## src/rtl/stack_seq_pkg.sv

```systemverilog
// Shared types and constants for the stack-machine command sequencer.
// Holds the opcode and FSM state enumerations and the default word and stack sizes.
// Also provides a helper that classifies the two-operand opcodes.
package stack_seq_pkg;

    localparam int DATA_W = 8;
    localparam int DEPTH  = 32;

    typedef enum logic [2:0] {
        OP_NOP  = 3'b000,
        OP_PUSH = 3'b001,
        OP_POP  = 3'b010,
        OP_ADD  = 3'b011,
        OP_SUB  = 3'b100,
        OP_AND  = 3'b101,
        OP_OR   = 3'b110,
        OP_NOT  = 3'b111
    } op_e;

    typedef enum logic [1:0] {
        ST_IDLE    = 2'd0,
        ST_FETCH_A = 2'd1,
        ST_FETCH_B = 2'd2,
        ST_WRITE   = 2'd3
    } state_e;

    // ADD/SUB/AND/OR consume two stack entries.
    function automatic logic is_binary(input op_e op);
        return (op == OP_ADD) || (op == OP_SUB) || (op == OP_AND) || (op == OP_OR);
    endfunction

endpackage

```

## src/rtl/stack_alu.sv

```systemverilog
// Purpose: combinational datapath producing the word written back to the stack.
// Ports: op_i selects the function, a_i = top operand (or immediate for PUSH), b_i = second operand, y_o = result.
// Zero latency; no handshake, purely combinational.
module stack_alu
#(
    parameter int W = 8
)
(
    input  stack_seq_pkg::op_e op_i,
    input  logic [W-1:0]       a_i,
    input  logic [W-1:0]       b_i,
    output logic [W-1:0]       y_o
);
    import stack_seq_pkg::*;

    // Operand order matches the stack: b is the older entry, so SUB is b - a.
    always_comb begin
        y_o = '0;
        case (op_i)
            OP_PUSH: y_o = a_i;
            OP_ADD:  y_o = b_i + a_i;
            OP_SUB:  y_o = b_i - a_i;
            OP_AND:  y_o = b_i & a_i;
            OP_OR:   y_o = b_i | a_i;
            OP_NOT:  y_o = ~a_i;
            default: y_o = '0;
        endcase
    end

endmodule

```

## src/rtl/stack_op_sequencer.sv

```systemverilog
// Purpose: initiator for an external LIFO; runs one stack-machine command at a time via pop/push strobes.
// Ports: cmd_* valid/ready command in; stk_* strobes/data to and top-of-stack from the stack; result/status pulses and depth out.
// Latency accept->result_valid: PUSH 2, POP 2, NOT 3, binary 4; errors pulse 1 cycle after accept. cmd_ready only in IDLE.
module stack_op_sequencer
#(
    parameter int DATA_W = 8,
    parameter int DEPTH  = 32,
    parameter int CNT_W  = 6
)
(
    input  logic              clk,
    input  logic              rst,
    input  logic              cmd_valid,
    output logic              cmd_ready,
    input  logic [2:0]        cmd_op,
    input  logic [DATA_W-1:0] cmd_imm,
    output logic              stk_push,
    output logic              stk_pop,
    output logic [DATA_W-1:0] stk_din,
    input  logic [DATA_W-1:0] stk_dout,
    output logic [DATA_W-1:0] result,
    output logic              result_valid,
    output logic              err_underflow,
    output logic              err_overflow,
    output logic [CNT_W-1:0]  depth
);
    import stack_seq_pkg::*;

    localparam logic [CNT_W-1:0] FULL = CNT_W'(DEPTH);
    localparam logic [CNT_W-1:0] ONE  = CNT_W'(1);
    localparam logic [CNT_W-1:0] TWO  = CNT_W'(2);

    state_e            state_q;
    op_e               op_q;
    logic [DATA_W-1:0] imm_q;
    logic [DATA_W-1:0] a_q;
    logic [DATA_W-1:0] b_q;
    logic [DATA_W-1:0] result_q;
    logic              result_valid_q;
    logic              err_underflow_q;
    logic              err_overflow_q;
    logic [CNT_W-1:0]  depth_q;

    op_e               cmd_op_e;
    logic [DATA_W-1:0] alu_a;
    logic [DATA_W-1:0] alu_y;

    assign cmd_op_e = op_e'(cmd_op);

    // PUSH reuses the ALU as a pass-through so stk_din has a single source.
    assign alu_a = (op_q == OP_PUSH) ? imm_q : a_q;

    stack_alu #(.W(DATA_W)) u_alu (
        .op_i (op_q),
        .a_i  (alu_a),
        .b_i  (b_q),
        .y_o  (alu_y)
    );

    always_ff @(posedge clk) begin
        if (rst) begin
            state_q         <= ST_IDLE;
            op_q            <= OP_NOP;
            imm_q           <= '0;
            a_q             <= '0;
            b_q             <= '0;
            result_q        <= '0;
            result_valid_q  <= 1'b0;
            err_underflow_q <= 1'b0;
            err_overflow_q  <= 1'b0;
            depth_q         <= '0;
        end else begin
            result_valid_q  <= 1'b0;
            err_underflow_q <= 1'b0;
            err_overflow_q  <= 1'b0;
            case (state_q)
                ST_IDLE: begin
                    if (cmd_valid) begin
                        op_q  <= cmd_op_e;
                        imm_q <= cmd_imm;
                        // Depth checks happen here so a rejected command never strobes the stack.
                        case (cmd_op_e)
                            OP_NOP: ;
                            OP_PUSH: begin
                                if (depth_q == FULL) err_overflow_q <= 1'b1;
                                else                 state_q        <= ST_WRITE;
                            end
                            OP_POP, OP_NOT: begin
                                if (depth_q < ONE) err_underflow_q <= 1'b1;
                                else               state_q         <= ST_FETCH_A;
                            end
                            default: begin
                                if (depth_q < TWO) err_underflow_q <= 1'b1;
                                else               state_q         <= ST_FETCH_A;
                            end
                        endcase
                    end
                end
                ST_FETCH_A: begin
                    a_q     <= stk_dout;
                    depth_q <= depth_q - ONE;
                    if (op_q == OP_POP) begin
                        result_q       <= stk_dout;
                        result_valid_q <= 1'b1;
                        state_q        <= ST_IDLE;
                    end else if (is_binary(op_q)) begin
                        state_q <= ST_FETCH_B;
                    end else begin
                        state_q <= ST_WRITE;
                    end
                end
                ST_FETCH_B: begin
                    // stk_dout now shows the entry below the one popped in FETCH_A.
                    b_q     <= stk_dout;
                    depth_q <= depth_q - ONE;
                    state_q <= ST_WRITE;
                end
                ST_WRITE: begin
                    result_q       <= alu_y;
                    result_valid_q <= 1'b1;
                    depth_q        <= depth_q + ONE;
                    state_q        <= ST_IDLE;
                end
                default: state_q <= ST_IDLE;
            endcase
        end
    end

    // Strobes are pure state decodes, so push and pop are mutually exclusive by construction.
    assign cmd_ready     = (state_q == ST_IDLE);
    assign stk_pop       = (state_q == ST_FETCH_A) || (state_q == ST_FETCH_B);
    assign stk_push      = (state_q == ST_WRITE);
    assign stk_din       = alu_y;
    assign result        = result_q;
    assign result_valid  = result_valid_q;
    assign err_underflow = err_underflow_q;
    assign err_overflow  = err_overflow_q;
    assign depth         = depth_q;

endmodule

```

## config.mk

```make
export PLATFORM = sky130hd
export DESIGN_NAME = stack_op_sequencer
export DESIGN_NICKNAME = d
export VERILOG_FILES = /design/src/rtl/stack_seq_pkg.sv /design/src/rtl/stack_alu.sv /design/src/rtl/stack_op_sequencer.sv
export SDC_FILE = /design/constraint.sdc
export NUM_CORES = 1
export LEC_CHECK = 0
export CORE_MARGIN = 4
export CORE_UTILIZATION = 30
export DETAILED_ROUTE_END_ITERATION = 8
export PLACE_DENSITY = 0.61
export SLEW_MARGIN = 20
export SYNTH_ARGS = -nofsm -noshare
export SYNTH_HDL_FRONTEND = slang
export SYNTH_HIERARCHICAL = 1
export SYNTH_SLANG_ARGS = --single-unit
```

## constraint.sdc

```tcl
create_clock -name clk -period 7.45 [get_ports clk]
set_input_delay 0.745 -clock clk [delete_from_list [all_inputs] [get_ports clk]]
set_output_delay 0.745 -clock clk [all_outputs]
set_load 0.01 [all_outputs]
```

Yosys cells after proc, flatten, opt, wreduce, memory -nomap -nowiden
Index checks and enable logic that the tools add are counted.
{"block": "word_totals", "register_bits": 46, "wordCells": 77, "out_inout_bits": 28, "input_bits": 22}
{"block": "classes", "muxes": 19, "magnitude_cmp": 2, "n_eq_ne": 20, "addsub": 4, "bitwise": 6, "n_reduce_logical": 16}
{"cell": "case mux 8 bit (6 select lines)", "n": 1}
{"cell": "2-to-1 mux 8 bit", "n": 2}
{"cell": "case mux 8 bit (2 select lines)", "n": 1}
{"cell": "== test 3 bit, second input constant", "n": 5}
{"cell": "case mux 6 bit (2 select lines)", "n": 1}
{"cell": "2-to-1 mux 2 bit", "n": 5}
{"cell": "== test 3 x 2 -> 1 bit, second input constant", "n": 3}
{"cell": "adder 8 bit", "n": 1}
{"cell": "bitwise AND 8 bit", "n": 1}
{"cell": "NOT 8 bit", "n": 1}
{"cell": "OR 8 bit", "n": 1}
{"cell": "case mux 2 bit (4 select lines)", "n": 1}
{"cell": "subtractor 8 bit", "n": 1}
{"cell": "adder 6 x 1 -> 6 bit, second input constant", "n": 1}
{"cell": "== test 3 x 1 -> 1 bit, second input constant", "n": 2}
{"cell": "== test 6 bit, second input constant", "n": 1}
{"cell": "less-than comparator 6 x 1 -> 1 bit, second input constant", "n": 1}
{"cell": "less-than comparator 6 x 2 -> 1 bit, second input constant", "n": 1}
{"cell": "!= test 2 bit, second input constant", "n": 3}
{"cell": "!= test 3 bit, second input constant", "n": 2}
{"cell": "case mux 2 bit (3 select lines)", "n": 1}
{"cell": "OR reduction 2 bit", "n": 3}
{"cell": "subtractor 6 x 1 -> 6 bit, second input constant", "n": 1}
{"cell": "2-to-1 mux 1 bit", "n": 5}
{"cell": "13 further kinds", "n": 22}

Longest topological paths before layout
{"block": "logic_depth", "depth_word": 7, "ltp_mapped": 15, "mapped_depth_nobuf": 15}

Modules after synthesis
The synthesis kept the hierarchy.
{"module": "stack_op_sequencer", "area_each_um2": 2193.4, "cells_each": 237, "seq_area_each_um2": 920.9, "instances": 1}
{"module": "stack_alu", "area_each_um2": 860.8, "cells_each": 127, "seq_area_each_um2": 0.0, "instances": 1}

Least setup slack after synthesis
Ideal clock, no wire load.
{"block": "synth_timing", "path_kind": "flip-flop to output port", "start": "register op_q[0]", "end": "output port stk_din[6]", "slack_ps": 3390, "t_arrival_ps": 3315, "stages_incl_launch_ff": 13, "required_ps": 6705, "path_buffers": 0, "path_cell_list": "dfxtp_1 > nor3b_2 > mux2_2 > inv_1 > ha_1 > mux2_2 > fa_1 > nor2b_1 > o21ai_1 > a21boi_0 > o21a_1 > nor3_1 > o31ai_1"}
{"block": "synth_via", "elab_chain_cells": 4, "elab_cells_between_ends": 13, "cone_classes": "2 x add/sub; 6 x eq/ne; 2 x mux; 3 x bitwise"}
{"element": "from (decl)", "line": "stack_op_sequencer.sv:34", "rtl": "op_e op_q;"}
{"element": "from (signal assigned)", "line": "stack_op_sequencer.sv:79", "rtl": "op_q <= cmd_op_e;"}
{"element": "== test 3 x 1 -> 1 bit (*)", "line": "stack_op_sequencer.sv:51", "rtl": "assign alu_a = (op_q == OP_PUSH) ? imm_q : a_q;"}
{"element": "2-to-1 mux 8 bit (*)", "line": "stack_op_sequencer.sv:51"}
{"element": "net alu_a[0]", "line": "stack_op_sequencer.sv:45", "rtl": "logic [DATA_W-1:0] alu_a;"}
{"element": "subtractor 8 bit / adder 8 bit (equally long branches)", "line": "stack_alu.sv:22, stack_alu.sv:21"}
{"element": "case mux 8 bit (6 select lines) (*)", "line": "stack_alu.sv:19", "rtl": "case (op_i)"}
{"element": "to (decl)", "line": "stack_op_sequencer.sv:19", "rtl": "output logic [DATA_W-1:0] stk_din,"}
Mark *: on every way through the listed nets, which the timed path passes. The rest lies on a longest branch.

Worst setup path in the final report
Same ends and word-level chain as after synthesis.

==> impl_metrics.tcl <==
set metrics [dict create \
    status "finished, final reports clean" \
    ys_types 59 \
    core_area_sq_um 9860 \
    post_cts_buffers 0 \
    yosysWarnings 6 \
    fin_nets 438 \
    place_inst 524 \
    cp_max_fo 26 \
    fin_skew_ns 0.00567 \
    ant_nets 0 \
    post_route_cells_drive_above_1_share_pct 8.27 \
    synth_cells 364 \
    r2r_cells 14 \
    synth_nets 404 \
    drc 0 \
    rrSetupSlack_ns 2.85 \
    worstSetupStartpointType "flip-flop" \
    cts_max_level 2 \
    crit_family "compound AO/OA/AOI/OAI gates" \
    die_y_microns 109 \
    area_growth_pct 20.7 \
    numCtsBuffers 5 \
    cp.required_ns 6.70 \
    min_to "imm_q[4]" \
    rsz0062_at_grt "false" \
    cp.arrival_ns 5.04 \
    end_kind "output pin" \
    track_usage_pct 13.5 \
    fillers 1021 \
    diodes 0 \
    reg2reg_from "op_q[0]" \
    clk_latency_ns 0.30 \
    hold-path-cell-count 2 \
    ctsRootBufferMaster "clkbuf_8" \
    cts_tree "done" \
    utilization_pct 37.4 \
    multi_input_area_sq_um 1950 \
    ir_drop_uv 103 \
    ys_ff_latch 46 \
    die_area_sq_um 11900 \
    clkTransAtPathRegs_ns 0.08 \
    layout_min_cycle_time_ns 5.79 \
    stdcell_count 532 \
    synth-edff-count 0 \
    p_per_area_nw_per_um2 350 \
    finalCritPeriodShare_pct 77.7 \
    holdWs_ns 0.456 \
    syn-cell-area_sq_um 3050 \
    min_path_type "reg -> reg" \
    cts.sinks 46 \
    start_util_pct 31.0 \
    viasPerCell 5.01 \
    async_flop_share_pct 0 \
    routed_wl_microns 7740 \
    max_slew.worst_pin.slew_ns 1.02 \
    crit_chain "nor3b_2 > mux2_2 > inv_1 > ha_1 > mux2_2 > fa_1 > nor2b_1 > o21ai_1 > a21boi_0 > o21a_1 > nor3_1 > o31ai_1 > clkdlybuf4s50_1" \
    num_io_pins 50 \
    p_leak_nw 1.28 \
    dpl.hpwl_microns 5830 \
    max_freq_mhz 173 \
    slew-limit-headroom_pct 32.0 \
    drtIter0Drc 151 \
    grt_max_degree 47 \
    crit_top_cell "mux2_2" \
    numPortBuffers 49 \
    slew_violations 0 \
    cpPeakStageDelay_ns 0.85 \
    ys_seq_area_share_pct 30.2 \
    hp-start "imm_q[4]" \
    first_pass_iters 4 \
    synth-main-ff-cell "dfxtp_1" \
    seqCellArea_sq_um 921 \
    syn_area_per_cell_sq_um 8.39 \
    final-setup-viol-count 0 \
    slowest_stage "dfxtp_1" \
    timing.rr.end "result[6]" \
    gp_congestion 0.816 \
    cp.buffers_inverters 2 \
    grt_overflow 0 \
    hold_viol_final 0 \
    cts_buffer_depth 2 \
    worstSetupPathType "reg -> out" \
    grt_pass1_vias 2423 \
    fp.dieW_microns 109 \
    antenna_found_initial 0 \
    power.total_w 0.00129 \
    rows 36 \
    setup-tns-final_ns 0 \
    wl_per_cell_microns 14.5 \
    drv_cap 0 \
    cts.repair.resized 0 \
    num_vias 2665 \
    grt_pass1_wl_microns 12600 \
    ctsHoldBuffers 0 \
]
[routing by layer]
layer | vias up | wire length (microns) | GRT usage, % | share of wire [%]
met2 | 52 | 3480 | 20.8 | 45
met4 | 0 | 41 | 2.98 | 0.53
met5 | - | 0 | 0 | 0
li1 | 1355 | - | - | -
met3 | 2 | 404 | 2.19 | 5.2
met1 | 1256 | 3810 | 19.6 | 49
[layout make-up]
type                            count  share of cell area (%)
Multi-Input combinational cell    280                    52.8
Sequential cell                    46                    25.0
Timing Repair Buffer               52                    13.9
Tap cell                          133                    4.51
Clock buffer                        7                    2.34
Inverter                           13                    1.32
Clock inverter                      1                   0.136
[cell usage in the layout (no fill, tap or decap), types with 4 or more instances in the layout]
master,netlist,layout
a31oi_1,4,4
clkbuf_8,0,6
nand3_1,7,7
nor2_1,44,44
nor3_1,9,9
xnor2_1,14,14
a211oi_1,14,14
a21oi_1,27,27
ha_1,17,17
nand2b_1,6,6
nand2_1,36,36
mux2_2,9,9
inv_1,13,13
o21ai_1,4,4
o21a_1,4,4
clkdlybuf4s50_1,0,49
dfxtp_1,46,46
o21ai_0,11,11
mux2i_1,27,27
[synthesized netlist by cell type (all sizes together), types with 3 or more instances]
library cell / number / share of area [%]
mux2i: 27 / 8.8
inv: 13 / 1.6
nor3b: 4 / 1.1
clkbuf: 9 / 1.1
buf: 16 / 3.4
nor3: 9 / 1.5
nand2: 36 / 4.4
mux2: 9 / 3.3
nor4b: 3 / 1.3
a31oi: 6 / 1.6
ha: 17 / 7.0
a21oi: 28 / 4.7
a211oi: 15 / 3.9
o21a: 4 / 0.98
dfxtp: 46 / 30
o21ai: 15 / 2.5
nor2: 44 / 5.4
xnor2: 14 / 4.0
nand2b: 6 / 1.2
nand3: 7 / 1.1
nor2b: 3 / 0.86
[cell families (layout without fill, tap and decap cells)]
group | count (synthesis) | in the layout | share of synthesized area [%]
AO/OA/AOI/OAI | 85 | 85 | 19.0
XOR/XNOR | 16 | 16 | 4.59
adder cells (fa/ha/maj) | 18 | 18 | 7.62
buffers and inverters | 38 | 73 | 6.15
flip-flops | 46 | 46 | 30.2
multiplexers | 36 | 36 | 12.2
AND/OR/NAND/NOR | 125 | 125 | 20.4
[sequential cells by signal (all words and copies together), names as in the netlist]
register       cells
result_valid       1
err_underflow      1
depth              6
err_overflow       1
op_q               3
imm_q              8
b_q                8
state_q            2
a_q                8
result             8
[report_power, final]
| group | internal, W | switching (W) | total, W |
|---|---|---|---|
| registers | 0.000296 | 0.0000561 | 0.000352 |
| clock network | 0.0000750 | 0.0000833 | 0.000158 |
| logic | 0.000376 | 0.000403 | 0.000778 |
| total | 0.000747 | 0.000542 | 0.00129 |
[worst max path at each step]
| stage | startpoint | to | slack, ns | depth (start not counted) |
|---|---|---|---|---|
| 2_1_floorplan | op_q[0] | stk_din[6] | 3.39 | 12 |
| 3_3_place_gp | op_q[0] | stk_din[6] | 2.07 | 13 |
| 3_5_place_dp | op_q[0] | stk_din[6] | 2.01 | 13 |
| 4_1_cts | op_q[0] | stk_din[6] | 1.66 | 13 |
| 5_1_grt | op_q[0] | stk_din[6] | 1.29 | 13 |
| 6_report | op_q[0] | stk_din[6] | 1.66 | 13 |
[per-stage QoR]
step	instance area, sq um	setup WS, ns
floorplan	3050	3.39
global placement	3590	2.07
detailed placement	3590	2.01
CTS	3690	1.66
global route	3690	1.29
finish	3690	1.66
[worst min-delay path, cell delays in order (launching register included)]
cell and delay [ns]:
dfxtp_1 0.31, nand2_1 0.05, a21oi_1 0.05
(Power assumes the default switching activity.)
